===== src/rtl/pipeline_controller_if.sv =====
// Hazard/redirect bundle between the pipeline stages and the stall/flush sequencer.
// With RAFI_PIPELINE_PERF_COUNTER_EN defined it also carries stallCycles and flushCount.
interface pipeline_controller_if;
    logic        idValid;
    logic        idReadRs1;
    logic        idReadRs2;
    logic [4:0]  idRs1;
    logic [4:0]  idRs2;
    logic        exLoadValid;
    logic [4:0]  exLoadRd;
    logic        exBusy;
    logic        branchMiss;
    logic [31:0] branchTarget;
    logic        trapValid;
    logic [31:0] trapTarget;
    logic        memDrained;
    logic        ifStall;
    logic        idStall;
    logic        rrStall;
    logic        exStall;
    logic        rrBubble;
    logic        flush;
    logic        redirectValid;
    logic [31:0] redirectPc;
    logic        busy;
`ifdef RAFI_PIPELINE_PERF_COUNTER_EN
    logic [31:0] stallCycles;
    logic [31:0] flushCount;
`endif

    // Pipeline side: reports hazards and events, consumes stall/flush controls.
    modport master (
`ifdef RAFI_PIPELINE_PERF_COUNTER_EN
        input  stallCycles, flushCount,
`endif
        output idValid, idReadRs1, idReadRs2, idRs1, idRs2,
        output exLoadValid, exLoadRd, exBusy,
        output branchMiss, branchTarget, trapValid, trapTarget, memDrained,
        input  ifStall, idStall, rrStall, exStall, rrBubble,
        input  flush, redirectValid, redirectPc, busy
    );

    // Sequencer side.
    modport slave (
`ifdef RAFI_PIPELINE_PERF_COUNTER_EN
        output stallCycles, flushCount,
`endif
        input  idValid, idReadRs1, idReadRs2, idRs1, idRs2,
        input  exLoadValid, exLoadRd, exBusy,
        input  branchMiss, branchTarget, trapValid, trapTarget, memDrained,
        output ifStall, idStall, rrStall, exStall, rrBubble,
        output flush, redirectValid, redirectPc, busy
    );
endinterface


===== src/rtl/pipeline_controller.sv =====
// Stall/flush sequencer: load-use and multicycle stalls, branch redirect, trap drain.
// Defining RAFI_PIPELINE_PERF_COUNTER_EN adds the stallCycles/flushCount counters.
module pipeline_controller (
    input logic                  clk,
    input logic                  rst,
    pipeline_controller_if.slave ctrl
);
    typedef enum logic [1:0] {StNormal, StDrain, StRedirect} state_e;

    state_e      state_q, state_d;
    logic        flush_q, flush_d;
    logic        redirect_valid_q, redirect_valid_d;
    logic [31:0] redirect_pc_q, redirect_pc_d;
    logic [31:0] trap_target_q, trap_target_d;

    logic load_use;
    logic if_stall, id_stall, rr_stall, ex_stall, rr_bubble;

    assign load_use = ctrl.idValid && ctrl.exLoadValid && (ctrl.exLoadRd != 5'd0) &&
                      ((ctrl.idReadRs1 && (ctrl.idRs1 == ctrl.exLoadRd)) ||
                       (ctrl.idReadRs2 && (ctrl.idRs2 == ctrl.exLoadRd)));

    // The drain freeze holds even in its flush cycle so the trap window is stalled end to end.
    always_comb begin
        if_stall  = 1'b0;
        id_stall  = 1'b0;
        rr_stall  = 1'b0;
        ex_stall  = 1'b0;
        rr_bubble = 1'b0;
        case (state_q)
            StDrain: begin
                if_stall = 1'b1;
                id_stall = 1'b1;
                rr_stall = 1'b1;
                ex_stall = 1'b1;
            end
            StNormal: begin
                if (!flush_q) begin
                    if (ctrl.exBusy) begin
                        if_stall = 1'b1;
                        id_stall = 1'b1;
                        rr_stall = 1'b1;
                        ex_stall = 1'b1;
                    end else if (load_use) begin
                        if_stall  = 1'b1;
                        id_stall  = 1'b1;
                        rr_bubble = 1'b1;
                    end
                end
            end
            default: ;
        endcase
    end

    always_comb begin
        state_d          = state_q;
        flush_d          = 1'b0;
        redirect_valid_d = 1'b0;
        redirect_pc_d    = redirect_pc_q;
        trap_target_d    = trap_target_q;
        case (state_q)
            StNormal: begin
                if (ctrl.trapValid) begin
                    trap_target_d = ctrl.trapTarget;
                    flush_d       = 1'b1;
                    state_d       = StDrain;
                end else if (ctrl.branchMiss) begin
                    flush_d          = 1'b1;
                    redirect_valid_d = 1'b1;
                    redirect_pc_d    = ctrl.branchTarget;
                end
            end
            StDrain: begin
                if (ctrl.memDrained) begin
                    redirect_valid_d = 1'b1;
                    redirect_pc_d    = trap_target_q;
                    state_d          = StRedirect;
                end
            end
            StRedirect: state_d = StNormal;
            default:    state_d = StNormal;
        endcase
    end

    always_ff @(posedge clk) begin
        if (rst) begin
            state_q          <= StNormal;
            flush_q          <= 1'b0;
            redirect_valid_q <= 1'b0;
            redirect_pc_q    <= 32'd0;
            trap_target_q    <= 32'd0;
        end else begin
            state_q          <= state_d;
            flush_q          <= flush_d;
            redirect_valid_q <= redirect_valid_d;
            redirect_pc_q    <= redirect_pc_d;
            trap_target_q    <= trap_target_d;
        end
    end

    assign ctrl.ifStall       = if_stall;
    assign ctrl.idStall       = id_stall;
    assign ctrl.rrStall       = rr_stall;
    assign ctrl.exStall       = ex_stall;
    assign ctrl.rrBubble      = rr_bubble;
    assign ctrl.flush         = flush_q;
    assign ctrl.redirectValid = redirect_valid_q;
    assign ctrl.redirectPc    = redirect_pc_q;
    assign ctrl.busy          = (state_q != StNormal);

`ifdef RAFI_PIPELINE_PERF_COUNTER_EN
    logic [31:0] stall_cycles_q;
    logic [31:0] flush_count_q;

    always_ff @(posedge clk) begin
        if (rst) begin
            stall_cycles_q <= 32'd0;
            flush_count_q  <= 32'd0;
        end else begin
            if (if_stall) stall_cycles_q <= stall_cycles_q + 32'd1;
            if (flush_q)  flush_count_q  <= flush_count_q + 32'd1;
        end
    end

    assign ctrl.stallCycles = stall_cycles_q;
    assign ctrl.flushCount  = flush_count_q;
`endif
endmodule


===== src/flat_wrapper.sv =====
// flat-port wrapper written by rule: the top's interface ports become plain ports
module pipeline_controller_flat 
  (clk, rst, ctrl_idValid, ctrl_idReadRs1, ctrl_idReadRs2, ctrl_idRs1, ctrl_idRs2, ctrl_exLoadValid, ctrl_exLoadRd, ctrl_exBusy, ctrl_branchMiss, ctrl_branchTarget, ctrl_trapValid, ctrl_trapTarget, ctrl_memDrained, ctrl_ifStall, ctrl_idStall, ctrl_rrStall, ctrl_exStall, ctrl_rrBubble, ctrl_flush, ctrl_redirectValid, ctrl_redirectPc, ctrl_busy);
  pipeline_controller_if ctrl_i ();
  input logic clk;
  input logic rst;
  input wire logic [$bits(ctrl_i.idValid)-1:0] ctrl_idValid;
  input wire logic [$bits(ctrl_i.idReadRs1)-1:0] ctrl_idReadRs1;
  input wire logic [$bits(ctrl_i.idReadRs2)-1:0] ctrl_idReadRs2;
  input wire logic [$bits(ctrl_i.idRs1)-1:0] ctrl_idRs1;
  input wire logic [$bits(ctrl_i.idRs2)-1:0] ctrl_idRs2;
  input wire logic [$bits(ctrl_i.exLoadValid)-1:0] ctrl_exLoadValid;
  input wire logic [$bits(ctrl_i.exLoadRd)-1:0] ctrl_exLoadRd;
  input wire logic [$bits(ctrl_i.exBusy)-1:0] ctrl_exBusy;
  input wire logic [$bits(ctrl_i.branchMiss)-1:0] ctrl_branchMiss;
  input wire logic [$bits(ctrl_i.branchTarget)-1:0] ctrl_branchTarget;
  input wire logic [$bits(ctrl_i.trapValid)-1:0] ctrl_trapValid;
  input wire logic [$bits(ctrl_i.trapTarget)-1:0] ctrl_trapTarget;
  input wire logic [$bits(ctrl_i.memDrained)-1:0] ctrl_memDrained;
  output wire logic [$bits(ctrl_i.ifStall)-1:0] ctrl_ifStall;
  output wire logic [$bits(ctrl_i.idStall)-1:0] ctrl_idStall;
  output wire logic [$bits(ctrl_i.rrStall)-1:0] ctrl_rrStall;
  output wire logic [$bits(ctrl_i.exStall)-1:0] ctrl_exStall;
  output wire logic [$bits(ctrl_i.rrBubble)-1:0] ctrl_rrBubble;
  output wire logic [$bits(ctrl_i.flush)-1:0] ctrl_flush;
  output wire logic [$bits(ctrl_i.redirectValid)-1:0] ctrl_redirectValid;
  output wire logic [$bits(ctrl_i.redirectPc)-1:0] ctrl_redirectPc;
  output wire logic [$bits(ctrl_i.busy)-1:0] ctrl_busy;
  assign ctrl_i.idValid = ctrl_idValid;
  assign ctrl_i.idReadRs1 = ctrl_idReadRs1;
  assign ctrl_i.idReadRs2 = ctrl_idReadRs2;
  assign ctrl_i.idRs1 = ctrl_idRs1;
  assign ctrl_i.idRs2 = ctrl_idRs2;
  assign ctrl_i.exLoadValid = ctrl_exLoadValid;
  assign ctrl_i.exLoadRd = ctrl_exLoadRd;
  assign ctrl_i.exBusy = ctrl_exBusy;
  assign ctrl_i.branchMiss = ctrl_branchMiss;
  assign ctrl_i.branchTarget = ctrl_branchTarget;
  assign ctrl_i.trapValid = ctrl_trapValid;
  assign ctrl_i.trapTarget = ctrl_trapTarget;
  assign ctrl_i.memDrained = ctrl_memDrained;
  assign ctrl_ifStall = ctrl_i.ifStall;
  assign ctrl_idStall = ctrl_i.idStall;
  assign ctrl_rrStall = ctrl_i.rrStall;
  assign ctrl_exStall = ctrl_i.exStall;
  assign ctrl_rrBubble = ctrl_i.rrBubble;
  assign ctrl_flush = ctrl_i.flush;
  assign ctrl_redirectValid = ctrl_i.redirectValid;
  assign ctrl_redirectPc = ctrl_i.redirectPc;
  assign ctrl_busy = ctrl_i.busy;
  pipeline_controller u_core (.clk(clk), .rst(rst), .ctrl(ctrl_i));
endmodule

===== config.mk =====
export PLATFORM = sky130hd
export DESIGN_NAME = pipeline_controller_flat
export DESIGN_NICKNAME = d
export VERILOG_FILES = /design/src/rtl/pipeline_controller_if.sv /design/src/rtl/pipeline_controller.sv /design/src/flat_wrapper.sv
export SDC_FILE = /design/constraint.sdc
export NUM_CORES = 1
export LEC_CHECK = 0
export CORE_MARGIN = 1
export CORE_UTILIZATION = 45
export CTS_CLUSTER_DIAMETER = 100
export CTS_CLUSTER_SIZE = 28
export DETAILED_ROUTE_END_ITERATION = 12
export GPL_TIMING_DRIVEN = 0
export PLACE_DENSITY = 0.85
export SYNTH_ARGS = -nofsm -noshare
export SYNTH_HDL_FRONTEND = slang
export SYNTH_SLANG_ARGS = --single-unit

===== constraint.sdc =====
create_clock -name clk -period 3.1 [get_ports clk]
set_input_delay 0.31 -clock clk [delete_from_list [all_inputs] [get_ports clk]]
set_output_delay 0.31 -clock clk [all_outputs]
set_load 0.05 [all_outputs]

After elaboration in Yosys (flattened, before gate mapping)
Index checks and enable logic that the tools add are counted.
{ "op_classes": {"n_eq_ne": 7, "mux": 22, "bitwise_logic": 1, "n_reduce_logical": 14} }
{ "ops": {"columns": ["operator", "n"], "rows": [
  ["$mux W32", 3],
  ["$pmux W32 S2", 1],
  ["$mux W1", 12],
  ["$eq A5 B5 Y1", 2],
  ["$ne A2 B2 Y1 const B", 4],
  ["$pmux W1 S2", 3],
  ["$logic_and A1 B1 Y1", 5],
  ["$reduce_bool A5 Y1", 1],
  ["$mux W2", 2],
  ["$pmux W2 S2", 1],
  ["$reduce_and A2 Y1", 2],
  ["$reduce_and A4 Y1", 1],
  ["$reduce_bool A2 Y1", 2],
  ["$eq A2 B1 Y1 const B", 1],
  ["$logic_not A2 Y1", 1],
  ["$reduce_or A2 Y1", 1],
  ["$logic_or A1 B1 Y1", 1],
  ["$not A1 Y1", 1]
]} }
{ "word_totals": {"regBits": 68, "input_bits": 89, "output_inout_bits": 40} }

Longest topological paths before layout
{ "logic_depth": {"depth_word": 8, "ltp_mapped": 6, "depth_no_buf": 4} }

Least setup slack after synthesis
No wires, ideal clock.
{ "synth_timing": {"path_type": "reg2out", "startpoint": "reg u_core.flush_q, in the netlist u_core.ctrl.flush", "endpoint": "out ctrl_rrBubble", "t_arrival_ps": 2313, "t_required_ps": 2790, "slack_ps": 477, "path_stages_with_launch": 4, "path_cell_list": "dfxtp_1 > nor3_1 > o21ai_0 > nor4_1"} }
{ "synth_via": {"elab_chain_cells": 2} }
{ "synth_rtl": {"columns": ["element", "line_no", "text"], "rows": [
  ["from (decl)", "pipeline_controller.sv:11", "logic flush_q, flush_d;"],
  ["from (signal assigned)", "pipeline_controller.sv:94", "flush_q <= flush_d;"],
  ["$mux W1", "pipeline_controller.sv:38", "if (!flush_q) begin"],
  ["$mux W1", "pipeline_controller.sv:30", "case (state_q)"],
  ["to (decl)", "flat_wrapper.sv:24", "output wire logic [$bits(ctrl_i.rrBubble)-1:0] ctrl_rrBubble;"]
]} }
Every way passes these cells.

Final worst setup path
{ "layout_timing": {"startpoint": "in ctrl_exLoadRd[3]", "endpoint": "out ctrl_idStall"} }
{ "layout_via": {"elab_chain_cells": 8, "word_cells_on_any_way": 12, "classes_between": "2 x eq/ne; 4 x mux; 6 x reduce/logical"} }
{ "layout_rtl": {"columns": ["element", "line_no", "text"], "rows": [
  ["from (decl)", "flat_wrapper.sv:13", "input wire logic [$bits(ctrl_i.exLoadRd)-1:0] ctrl_exLoadRd;"],
  ["$eq A5 B5 Y1, on equally long branches", "pipeline_controller.sv:20, pipeline_controller.sv:21", null],
  ["$logic_and A1 B1 Y1, on equally long branches", "pipeline_controller.sv:20, pipeline_controller.sv:21", null],
  ["$logic_or A1 B1 Y1", "pipeline_controller.sv:20", "((ctrl.idReadRs1 && (ctrl.idRs1 == ctrl.exLoadRd)) ||"],
  ["$logic_and A1 B1 Y1 *", "pipeline_controller.sv:19", "assign load_use = ctrl.idValid && ctrl.exLoadValid && (ctrl.exLoadRd != 5'd0) &&"],
  ["$mux W1 *", "pipeline_controller.sv:44", "end else if (load_use) begin"],
  ["$mux W1 *", "pipeline_controller.sv:39", "if (ctrl.exBusy) begin"],
  ["$mux W1 *", "pipeline_controller.sv:38", null],
  ["$pmux W1 S2 *", "pipeline_controller.sv:30", null],
  ["to (decl)", "flat_wrapper.sv:21", "output wire logic [$bits(ctrl_i.idStall)-1:0] ctrl_idStall;"]
]} }
Mark *: on every way between the ends. The rest lies on a longest branch, timed or not.

==> impl_results.html <==
<table>
<tr><th>Metric</th><th>Value</th></tr>
<tr><th colspan="2">Synth</th></tr>
<tr><td>Mean area per synthesized cell</td><td>8.96 um2</td></tr>
<tr><td>Sequential fraction of the synthesis area</td><td>46.6%</td></tr>
<tr><td>Async SR Flop Fraction</td><td>0%</td></tr>
<tr><td>Cell types with the highest counts after synthesis</td><td>dfxtp_1, nand2_1, nor2_1, a21oi_1, mux2i_1</td></tr>
<tr><td>Ys Warns</td><td>0</td></tr>
<tr><td>Number of flip-flops and latches in the synthesized netlist</td><td>68</td></tr>
<tr><td>Area share of the leading cell type in the synthesized netlist</td><td>46.6%</td></tr>
<tr><td>Biggest area consumer among synthesized cells</td><td>dfxtp_1</td></tr>
<tr><td>Total standard cell area after synthesis</td><td>2920 um2</td></tr>
<tr><td>Top area cells in the synthesized netlist</td><td>dfxtp_1, mux2i_1, nand2_1, a211oi_2, a21oi_1</td></tr>
<tr><td>Mapped Nets</td><td>415</td></tr>
<tr><td>Mapped Cells</td><td>326</td></tr>
<tr><td>Most used flip-flop cell after synthesis</td><td>dfxtp_1</td></tr>
<tr><td>Number of enable-type register cells in the synthesized netlist</td><td>0</td></tr>
<tr><td>Count of distinct cell types in the synthesized netlist</td><td>29</td></tr>
<tr><td>Most frequent cell after synthesis</td><td>dfxtp_1</td></tr>
<tr><th colspan="2">Timing</th></tr>
<tr><td>Number of max-slew violations in the final report</td><td>0</td></tr>
<tr><td>Relative slew margins</td><td>53.7%</td></tr>
<tr><td>Hold violation count in the final report</td><td>0</td></tr>
<tr><td>Final worst-path cycle share</td><td>91.6%</td></tr>
<tr><td>Worst hold slack</td><td>0.460 ns</td></tr>
<tr><td>Total setup violations reported at the end of the flow</td><td>0</td></tr>
<tr><td>Setup repair after global routing missed its margin</td><td>false</td></tr>
<tr><td>Highest attainable clock frequency</td><td>0.352 GHz</td></tr>
<tr><td>Setup skew after layout</td><td>0.00690 ns</td></tr>
<tr><td>Pin slew with the least headroom to its limit</td><td>0.695 ns</td></tr>
<tr><td>TNS Setup</td><td>0 ns</td></tr>
<tr><td>Time the final worst path needs with I/O delays and setup</td><td>2.84 ns</td></tr>
<tr><th colspan="2">Placement</th></tr>
<tr><td>Number of placed instances with taps included</td><td>528</td></tr>
<tr><td>Final Wtd Congestion</td><td>0.763</td></tr>
<tr><td>Detailed-placement wirelength estimate</td><td>5.99 mm</td></tr>
<tr><td>Input/output buffers</td><td>127</td></tr>
<tr><th colspan="2">Power and ir drop</th></tr>
<tr><td>Pwr dens</td><td>525 nW/um2</td></tr>
<tr><td>Static leakage power</td><td>1.83 nW</td></tr>
<tr><td>Peak supply drop</td><td>0.376 mV</td></tr>
<tr><td>Total power draw</td><td>2.35 mW</td></tr>
<tr><th colspan="2">CTS</th></tr>
<tr><td>Hold buffer count at cts</td><td>0</td></tr>
<tr><td>Clock input transition at the sequential cells of the worst setup and hold paths</td><td>0.07 ns</td></tr>
<tr><td>Clk Latency, worst-skew pair</td><td>0.33 ns</td></tr>
<tr><td>Root Driver</td><td>clkbuf_8</td></tr>
<tr><td>Clock tree from TritonCTS</td><td>done</td></tr>
<tr><td>Buffer levels on the longest clock path</td><td>2</td></tr>
<tr><td>CTS sink count</td><td>68</td></tr>
<tr><td>Inserted Clock Buffers</td><td>9</td></tr>
<tr><td>H-Tree Depth</td><td>3</td></tr>
<tr><th colspan="2">Worst setup path</th></tr>
<tr><td>CP top delay family</td><td>buffers and inverters</td></tr>
<tr><td>Reg-to-reg slack, setup</td><td>1.38 ns</td></tr>
<tr><td>Launch point of the worst reg-to-reg path</td><td>u_core.state_q[0]</td></tr>
<tr><td>Crit path max-delay cell type</td><td>clkdlybuf4s50_1</td></tr>
<tr><td>CP endpoint kind</td><td>output pin</td></tr>
<tr><td>Worst endpoint required time</td><td>2.79 ns</td></tr>
<tr><td>Maximum fanout encountered on the critical timing path</td><td>3</td></tr>
<tr><td>Critical R2R Capture</td><td>u_core.trap_target_q[16]</td></tr>
<tr><td>Dominant cell type by count on the critical path</td><td>clkdlybuf4s50_1</td></tr>
<tr><td>Depth of the worst register-to-register path</td><td>6</td></tr>
<tr><td>CP Data Arrival Time</td><td>2.53 ns</td></tr>
<tr><td>Cell chain of the critical path</td><td>clkdlybuf4s50_1, xor2_1, nor4_1, a32oi_1, o22ai_1, clkdlybuf4s50_1</td></tr>
<tr><td>Startpoint types</td><td>input pin</td></tr>
<tr><td>Delay of the slowest cell on the worst path</td><td>0.86 ns</td></tr>
<tr><td>Buffers and inverters on the worst path</td><td>2</td></tr>
<tr><td>Critical path type</td><td>input pin to output pin</td></tr>
<tr><th colspan="2">Route</th></tr>
<tr><td>Number of DRC violations after detailed-routing iteration 0</td><td>77</td></tr>
<tr><td>Wire length per cell after detailed routing</td><td>15.0 um</td></tr>
<tr><td>Number of detailed-routing iterations run before antenna repair</td><td>4</td></tr>
<tr><td>Final routed DRC violation total</td><td>0</td></tr>
<tr><td>Final wirelength</td><td>8.14 mm</td></tr>
<tr><td>Via count normalized by instance count</td><td>5.05</td></tr>
<tr><td>Total via count after detailed routing</td><td>2742</td></tr>
<tr><td>Remaining antenna violation count after routing</td><td>0</td></tr>
<tr><th colspan="2">Die</th></tr>
<tr><td>Boundary Pins</td><td>129</td></tr>
<tr><td>Number of rows created at floorplan</td><td>28</td></tr>
<tr><td>Area of the core</td><td>6100 um2</td></tr>
<tr><td>X dimension of the die</td><td>82.6 um</td></tr>
<tr><td>Initial core utilization</td><td>47.9%</td></tr>
<tr><td>Die height</td><td>82.6 um</td></tr>
<tr><td>Area of the die</td><td>6820 um2</td></tr>
<tr><th colspan="2">Min path</th></tr>
<tr><td>Hold path start</td><td>u_core.trap_target_q[19]</td></tr>
<tr><td>Number of cells on the worst hold path</td><td>2</td></tr>
<tr><td>Hold path endpoint</td><td>u_core.trap_target_q[19]</td></tr>
<tr><td>Hold WC Path Type</td><td>flip-flop to flip-flop</td></tr>
<tr><th colspan="2">Layout</th></tr>
<tr><td>Count of fill cells added during filler insertion</td><td>479</td></tr>
<tr><td>Final nets</td><td>553</td></tr>
<tr><td>Synthesis-to-layout area growth</td><td>53.1%</td></tr>
<tr><td>Final core utilization</td><td>73.4%</td></tr>
<tr><td>Cell Count, Final, Fillers Out</td><td>543</td></tr>
<tr><td>Number of inserted diodes</td><td>0</td></tr>
<tr><td>Share of cells above drive strength 1</td><td>9.83%</td></tr>
<tr><th colspan="2">GRT</th></tr>
<tr><td>Vias in the first global route</td><td>2742</td></tr>
<tr><td>Number of antenna violations at the first check in global routing</td><td>0</td></tr>
<tr><td>Global Route met2 Usage</td><td>45.3%</td></tr>
<tr><td>Overflow after GRT</td><td>0</td></tr>
<tr><td>First-pass GRT wire length</td><td>12.6 mm</td></tr>
<tr><td>Total GRT Usage</td><td>25.2%</td></tr>
<tr><td>Most used routing layer in global routing</td><td>met2</td></tr>
<tr><td>Largest net degree at the start of global routing</td><td>12</td></tr>
<tr><td>Fraction of met1 tracks used by global routing</td><td>28.0%</td></tr>
<tr><td>Met3 Use GR</td><td>6.48%</td></tr>
<tr><th colspan="2">Status</th></tr>
<tr><td>Run status</td><td>finished clean</td></tr>
<tr><th colspan="2">Flow run</th></tr>
<tr><td>Total of max-cap violations</td><td>0</td></tr>
</table>
## worst register-to-register path, cell delays in order, from the launching register on
cell and delay, ns:
dfxtp_1 0.37, nor2_1 0.19, and2_1 0.15, clkbuf_1 0.24
clkbuf_1 0.42, nand2_1 0.13, a21oi_1 0.15
## logic make-up (layout without fill, tap and decap cells)
family / Yosys count / in the layout / synth area share, %
flops: 68 / 68 / 46.6
compound gates: 69 / 69 / 17.8
mux: 32 / 32 / 11.0
buf+inv: 30 / 172 / 5.48
simple gates: 117 / 117 / 16.2
xor+xnor: 10 / 10 / 3.00
## layout by cell type (no fill, tap or decap), types with 3 or more instances in the layout
master	n
mux2i_1	32
nor4_1	3
a21oi_1	33
clkbuf_8	9
clkinv_2	3
nor2_1	38
dfxtp_1	68
clkbuf_1	13
xor2_1	8
a211oi_1	15
clkdlybuf4s50_1	125
nand2_1	67
a211oi_2	17
buf_4	6
buf_2	5
## cell type report
cell class	count	area, um2	share of cell area, %
inverters	2	7.51	0.168
clock buffers	10	128	2.85
flip-flops and latches	68	1360	30.4
clock inverters	5	53.8	1.20
repair buffers	127	1280	28.5
multi-input cells	228	1400	31.3
well taps	75	93.8	2.10
plain buffers	28	153	3.41
## flip-flops by register name, summed over array words and instances, names as in the netlist
register and cells:
u_core.ctrl.flush 1, u_core.state_q 2, u_core.ctrl.redirectPc 32, u_core.ctrl.redirectValid 1, u_core.trap_target_q 32
## power breakdown
part	leakage, nW	switching, mW	total (mW)	internal (mW)
registers	0.560	0.0388	0.984	0.945
clock network	0.0959	0.324	0.689	0.365
logic	1.18	0.385	0.677	0.292
## through the flow
stage          worst slack, ns  instance area [um2]
3_5_place_dp             0.213                 4290
2_1_floorplan            0.477                 2920
6_report                 0.259                 4470
4_1_cts                  0.210                 4470
3_3_place_gp             0.248                 4290
5_1_grt                 0.0531                 4470
## timing repair
action | CTS | global route
setup buffers | 0 | 0
endpoints found under the setup margin | 0 | 2
endpoints found under the hold margin | 0 | 0
resized for setup | 0 | 2
## how the worst max path moves through the flow
| stage | endpoint | slack (ns) | cells past startpoint | startpoint |
|---|---|---|---|---|
| 2_1_floorplan | ctrl_rrBubble | 0.48 | 3 | u_core.ctrl.flush |
| 3_3_place_gp | ctrl_ifStall | 0.25 | 7 | ctrl_exLoadRd[3] |
| 3_5_place_dp | ctrl_ifStall | 0.21 | 6 | ctrl_exLoadRd[0] |
| 4_1_cts | ctrl_ifStall | 0.21 | 6 | ctrl_exLoadRd[0] |
| 5_1_grt | ctrl_idStall | 0.05 | 6 | ctrl_exLoadRd[3] |
| 6_report | ctrl_idStall | 0.26 | 6 | ctrl_exLoadRd[3] |
## metal layers
metal	vias to the layer above	share of wire [%]
li1	1387	-
met1	1264	42
met2	83	51
met3	8	5.8
met4	0	1.4
met5	-	0
(Power assumes the default switching activity.)
